$ cat src/rtl/pb_conditioner.sv
// Push-button input conditioner: two-flop synchronizer, shared-tick debounce,
// rising-edge pulses and a lowest-index priority encoder with change strobe.
module pb_conditioner #(
  parameter int NUM_PB         = 21,
  parameter int IDX_W          = 5,
  parameter int TICK_DIV       = 10000,
  parameter int STABLE_SAMPLES = 4
) (
  input  logic              hwclk,
  input  logic              nrst,
  input  logic [NUM_PB-1:0] pb,
  output logic [NUM_PB-1:0] pb_clean,
  output logic [NUM_PB-1:0] pb_rise,
  output logic [IDX_W-1:0]  key_idx,
  output logic              key_valid,
  output logic              key_strobe
);

  localparam int TICK_W = (TICK_DIV > 1) ? $clog2(TICK_DIV) : 1;
  localparam int CNT_W  = (STABLE_SAMPLES > 1) ? $clog2(STABLE_SAMPLES) : 1;

  localparam logic [TICK_W-1:0] TICK_LAST   = TICK_W'(TICK_DIV - 1);
  localparam logic [CNT_W-1:0]  COMMIT_CNT  = CNT_W'(STABLE_SAMPLES - 1);

  logic [NUM_PB-1:0] pb_meta;
  logic [NUM_PB-1:0] pb_sync;

  logic [TICK_W-1:0] tick_cnt;
  logic              tick;

  logic [CNT_W-1:0]  db_cnt   [NUM_PB];
  logic [CNT_W-1:0]  db_cnt_d [NUM_PB];
  logic [NUM_PB-1:0] clean_d;
  logic [NUM_PB-1:0] rise_d;

  logic [IDX_W-1:0]  idx_d;
  logic              valid_d;

  // Two-flop synchronizer; nothing sits between the stages.
  always_ff @(posedge hwclk or negedge nrst) begin
    if (!nrst) begin
      pb_meta <= '0;
      pb_sync <= '0;
    end else begin
      // NOTE: non-blocking assignments make both stages sample the old values
      // on the same edge; blocking here would collapse the chain into one flop.
      pb_meta <= pb;
      pb_sync <= pb_meta;
    end
  end

  // Free-running sample tick divider; tick is the last count of each period.
  always_ff @(posedge hwclk or negedge nrst) begin
    if (!nrst) begin
      tick_cnt <= '0;
    end else if (tick) begin
      tick_cnt <= '0;
    end else begin
      tick_cnt <= tick_cnt + 1'b1;
    end
  end

  assign tick = (tick_cnt == TICK_LAST);

  // Debounce next-state: on each tick, count consecutive differing samples and
  // toggle the clean level once the count reaches STABLE_SAMPLES.
  always_comb begin
    // NOTE: every output of this block gets a default first, so no path
    // leaves a value unassigned and no latch is inferred.
    clean_d = pb_clean;
    rise_d  = '0;
    for (int i = 0; i < NUM_PB; i++) begin
      db_cnt_d[i] = db_cnt[i];
    end
    if (tick) begin
      for (int i = 0; i < NUM_PB; i++) begin
        if (pb_sync[i] == pb_clean[i]) begin
          db_cnt_d[i] = '0;
        end else if (db_cnt[i] == COMMIT_CNT) begin
          clean_d[i]  = ~pb_clean[i];
          rise_d[i]   = ~pb_clean[i];
          db_cnt_d[i] = '0;
        end else begin
          db_cnt_d[i] = db_cnt[i] + 1'b1;
        end
      end
    end
  end

  // Debounce state, clean levels and the press pulse coincident with the rise.
  always_ff @(posedge hwclk or negedge nrst) begin
    if (!nrst) begin
      pb_clean <= '0;
      pb_rise  <= '0;
      // NOTE: the sample counters are a small register array, not a RAM, so
      // they are reset explicitly to discard any partial count.
      for (int i = 0; i < NUM_PB; i++) begin
        db_cnt[i] <= '0;
      end
    end else begin
      pb_clean <= clean_d;
      pb_rise  <= rise_d;
      for (int i = 0; i < NUM_PB; i++) begin
        db_cnt[i] <= db_cnt_d[i];
      end
    end
  end

  // Lowest-index priority encode of the clean levels; index is 0 when idle.
  always_comb begin
    valid_d = |pb_clean;
    idx_d   = '0;
    for (int i = NUM_PB - 1; i >= 0; i--) begin
      if (pb_clean[i]) begin
        idx_d = IDX_W'(i);
      end
    end
  end

  // Register the encoder and pulse the strobe when the pair first changes.
  always_ff @(posedge hwclk or negedge nrst) begin
    if (!nrst) begin
      key_idx    <= '0;
      key_valid  <= 1'b0;
      key_strobe <= 1'b0;
    end else begin
      key_idx    <= idx_d;
      key_valid  <= valid_d;
      key_strobe <= ({valid_d, idx_d} != {key_valid, key_idx});
    end
  end

endmodule

$ cat config.mk
export PLATFORM = sky130hd
export DESIGN_NAME = pb_conditioner
export DESIGN_NICKNAME = d
export VERILOG_FILES = /design/src/rtl/pb_conditioner.sv
export SDC_FILE = /design/constraint.sdc
export NUM_CORES = 1
export LEC_CHECK = 0
export ABC_AREA = 1
export ABC_CLOCK_PERIOD_IN_PS = 2150
export BUFFER_PORTS_ARGS = -buffer_cell sky130_fd_sc_hd__buf_2
export CAP_MARGIN = 20
export CORE_AREA = 2 2 112 114
export DETAILED_ROUTE_END_ITERATION = 10
export DIE_AREA = 0 0 114 116
export GPL_ROUTABILITY_DRIVEN = 0
export PLACE_DENSITY = 0.71
export RECOVER_POWER = 50
export SYNTH_ARGS = -nofsm -noshare
export SYNTH_HDL_FRONTEND = slang
export SYNTH_SLANG_ARGS = --single-unit
$ cat constraint.sdc
create_clock -name hwclk -period 2.15 [get_ports hwclk]
set_input_delay 0.43 -clock hwclk [delete_from_list [all_inputs] [get_ports hwclk]]
set_output_delay 0.43 -clock hwclk [all_outputs]
set_load 0.005 [all_outputs]
; Word-level counts from Yosys, hierarchy flattened
; Index checks and enable logic that the tools add are counted.
[totals]
register_bits = 147
in_bits = 23
output_inout_bits = 49
elab_cells = 286
[classes]
addsub = 22
n_eq_ne = 44
mux = 107
n_bitwise = 42
n_reduce_logical = 22
[op_table]
columns = operator, count
row1 = $mux W5, 21
row2 = $mux W2, 42
row3 = $reduce_and A3 Y1, 21
row4 = $add A2 B1 Y2 const B, 21
row5 = $eq A2 B2 Y1 const B, 21
row6 = $mux W1, 42
row7 = $not A1 Y1, 42
row8 = $eq A1 B1 Y1, 21
row9 = $mux W21, 1
row10 = $reduce_or A21 Y1, 1
row11 = $add A14 B1 Y14 const B, 1
row12 = $eq A14 B14 Y1 const B, 1
row13 = $mux W14, 1
row14 = $ne A6 B6 Y1, 1

; Logic depth before layout (Yosys ltp)
[depth]
word_depth = 22
depth_mapped = 22

; Least setup slack after synthesis
; OpenSTA, ideal clock, no wires.
[synth_path]
path_kind = reg-to-reg
startpoint = register tick_cnt[0]
endpoint = register db_cnt[10] (netlist bit)
setup_ns = 0.124
t_arrival_ns = 1.472
required_ns = 2.026
path_slack_ns = 0.554
path_stages_with_launch = 9
n_path_buf = 2
cell_sequence = dfrtp_1 ha_1 nand3_1 nor4_1 nand2_1 buf_2 clkbuf_1 nand2_1 o31ai_2
[synth_via]
elab_chain_len = 1
[synth_rtl]
columns = item, line
row1 = start: declaration, 28  ; logic [TICK_W-1:0] tick_cnt;
row2 = start signal: assignment, 59  ; tick_cnt <= tick_cnt + 1'b1;
row3 = $eq A14 B14 Y1, 63  ; assign tick = (tick_cnt == TICK_LAST);
row4 = end signal: indexed assignment, 104  ; db_cnt[i] <= db_cnt_d[i];
row5 = end: declaration, 31  ; logic [CNT_W-1:0] db_cnt [NUM_PB];
; Every way passes these cells.
; A chain may end at the register's enable or synchronous reset.

; Worst setup path in the final report
[layout_path]
startpoint = register tick_cnt[7]
endpoint = register pb_clean[4]
[layout_via]
elab_chain_len = 2
[layout_rtl]
columns = item, line
row1 = $eq A14 B14 Y1, 63
row2 = $reduce_and A3 Y1 (no line), -
row3 = end signal: assignment, 101  ; pb_clean <= clean_d;
row4 = end: declaration, 12  ; output logic [NUM_PB-1:0] pb_clean,
; Every way passes these cells.

==> out/metrics.yaml <==
detailed_routing:
  via_per_inst: 5.065
  vias: 3951
  wirelength_um: 11150
  wl_per_cell_um: 14.29
  dr.pass1.iters: 4
  postRouteAntennaNets: 0
  drcViolationCount: 0
  drtIter0Drc: 203
cts:
  cts_setup_buffers: 0
  clock-root-buffer: "clkbuf_16"
  cts.clk_slew.worst_paths_ns: 0.06
  clock_latency_ns: 0.41
  cts.sinks: 147
  cts_made_buffers: 17
  cts_tree: "done"
  cts-htree-levels: 4
  clk_path_buf_depth: 2
sta:
  finalMaxSlewViolations: 0
  slew_headroom_pct: 18.24
  setup_viol: 0
  timing_worst_slew_pin_value_ns: 1.226
  post-route-period-util_pct: 91.53
  whs_ns: 0.1168
  clock_skew_ns: 0.005550
  hold_viol: 0
  fin_crit_ns: 1.968
  max_freq_mhz: 508.2
setup_path:
  required_ns: 2.44
  r2r_cells: 6
  max_stage_delay_ns: 0.41
  critPathArrivalTime_ns: 2.26
  crit_slowest_cell: "dfrtp_1"
  critical_path.cell_chain: "or2_1, nor4_4, nand2_2, clkinv_4, nand3_1, xor2_1"
  critPathLaunchType: "flop"
  cp_max_fo: 43
  path_class: "flop to flop"
  crit_path_end_kind: "flop"
min_path:
  holdPathStages: 1
  hold_path.class: "input port to flop"
status:
  outcome: "completed"
job:
  drv_cap: 0
grt:
  grt_max_degree: 52
  grt_first_pass_wirelength_um: 19060
  grtUsageTotal_pct: 18.79
  grt_antenna_before_repair: 0
  grt_remaining_overflow: 0
  grt_pass1_vias: 3961
die:
  coreArea_mm2: 0.01191
  die_h_um: 116
  initial_utilization_pct: 50.99
  die-area_mm2: 0.01322
  num_io_pins: 72
  fp-row-count: 40
  die_w_um: 114
synth:
  synthMuxAreaShare_pct: 0.1648
  synth_top_family_by_area: "simple AND/OR/NAND/NOR gates"
  syn_nets: 579
  synth_largest_area_cell: "dfrtp_1"
  synthAdderAreaFrac_pct: 4.532
  ys_warn_count: 0
  synth_xor_area_share_pct: 7.499
  synth.area.top_cells: "dfrtp_1, nand2_1, xor2_1"
  avgSynthCellArea_um2: 11.37
  synth.distinct_cells: 34
  synth_compound_area_share_pct: 6.984
  syn_inst: 534
  synthesis.area_mm2: 0.006073
  ys_seq_elements: 147
  ys_seq_area_share_pct: 60.57
  yosys.area_share.simple_pct: 16.75
  synth_top_area_share_pct: 60.57
layout:
  nets: 665
  syn_to_final_growth_pct: 18.83
  drive_above_1_share_pct: 26.07
  layout_commonest_cell: "dfrtp_1"
  final_cell_mix: "dfrtp_1, nand2_1, buf_2"
  postLayoutCellArea_mm2: 0.007217
  antenna_cells: 0
power_and_ir_drop:
  ir_drop_uv: 425.7
  power.density_mw_per_mm2: 830.2
  p_leak_nw: 3.752
  p_total_mw: 5.991
placed_design:
  io_buffers: 71
  dp_hpwl_um: 7584
  post_dp_cell_area_mm2: 0.006619
==> flip-flops by register name, indices dropped and copies added, names as in the netlist <==
name / cells
pb_meta: 21
pb_sync: 21
pb_clean: 21
pb_rise: 21
db_cnt: 42
tick_cnt: 14
key_valid: 1
key_strobe: 1
key_idx: 5
==> cell usage after synthesis (all sizes together) <==
| master | number |
|---|---|
| nand3 | 36 |
| nor3b | 3 |
| ha | 22 |
| or2 | 3 |
| clkinv | 1 |
| inv | 35 |
| nor2 | 38 |
| and3 | 1 |
| a21oi | 3 |
| xnor2 | 2 |
| nand2 | 123 |
| mux2i | 1 |
| nand4 | 1 |
| nor4 | 4 |
| o31ai | 21 |
| clkbuf | 5 |
| a211oi | 1 |
| xor2 | 50 |
| dfrtp | 147 |
| o21ai | 27 |
| nor3 | 4 |
| buf | 6 |
==> path summary, 6_finish.rpt <==
| path | to | slack (ns) | start |
|---|---|---|---|
| max | pb_clean[4] | 0.18 | tick_cnt[7] |
| min | pb_meta[10] | 0.12 | pb[10] |
| max reg2reg | pb_clean[4] | 0.18 | tick_cnt[7] |
| min reg2reg | pb_sync[20] | 0.35 | pb_meta[20] |
| max in group asynchronous | pb_rise[12] | 0.34 | nrst |
| min in group asynchronous | pb_meta[16] | 0.81 | nrst |
==> report_power, final <==
part / switching, mW / internal, mW
clock network: 1.13 / 1.94
registers: 0.0149 / 2.81
logic: 0.0760 / 0.0270
==> area by class of cell <==
type,count,area (µm²)
Timing Repair Buffer,78,415.4
Clock buffer,18,429.2
Multi-Input combinational cell,340,2182
Inverter,36,140.1
Tap cell,147,183.9
Fill cell,961,4695
Sequential cell,147,3681
Clock inverter,14,185.2
==> metrics by stage <==
stage	std cells	setup slack, ns	setup TNS (ns)	utilization (%)
finish	780	0.1821	0	60.59
global placement	747	0.2303	0	55.57
global route	780	-0.01947	-0.01947	60.59
floorplan	534	0.5539	0	-
CTS	780	0.1514	0	60.81
detailed placement	747	0.2029	0	55.57
==> cells by family (layout without fill, tap and decap cells) <==
logic type      count (synthesis)  in the layout
flops                         147            147
mux                             1              1
xor+xnor                       52             52
simple gates                  213            213
compound gates                 52             52
buf+inv                        47            146
fa+ha+maj                      22             22
==> what timing repair did <==
item                                    4_1_cts  5_1_grt
endpoints found under the setup margin        0        1
gates resized for setup                       0        4
hold buffers                                  1        0
hold endpoints to repair                     48        0
==> worst max-delay path, delay by kind of cell, from the launching register on <==
| family | cells | cell delay (ns) |
|---|---|---|
| xor+xnor | 1 | 0.19 |
| buf+inv | 1 | 0.34 |
| flops | 1 | 0.41 |
| simple gates | 4 | 0.89 |
==> metal layers <==
metal | share of wire, % | wire [µm] | track usage (%) | vias up
met4 | 1.6 | 178 | 8.211 | 0
met5 | 0 | 0 | 0 | -
met1 | 44 | 4955 | 25.38 | 1951
li1 | - | - | - | 1906
met3 | 3.9 | 438 | 4.812 | 15
met2 | 50 | 5576 | 29.05 | 79
Note: power is estimated with default switching activity, not from simulation.
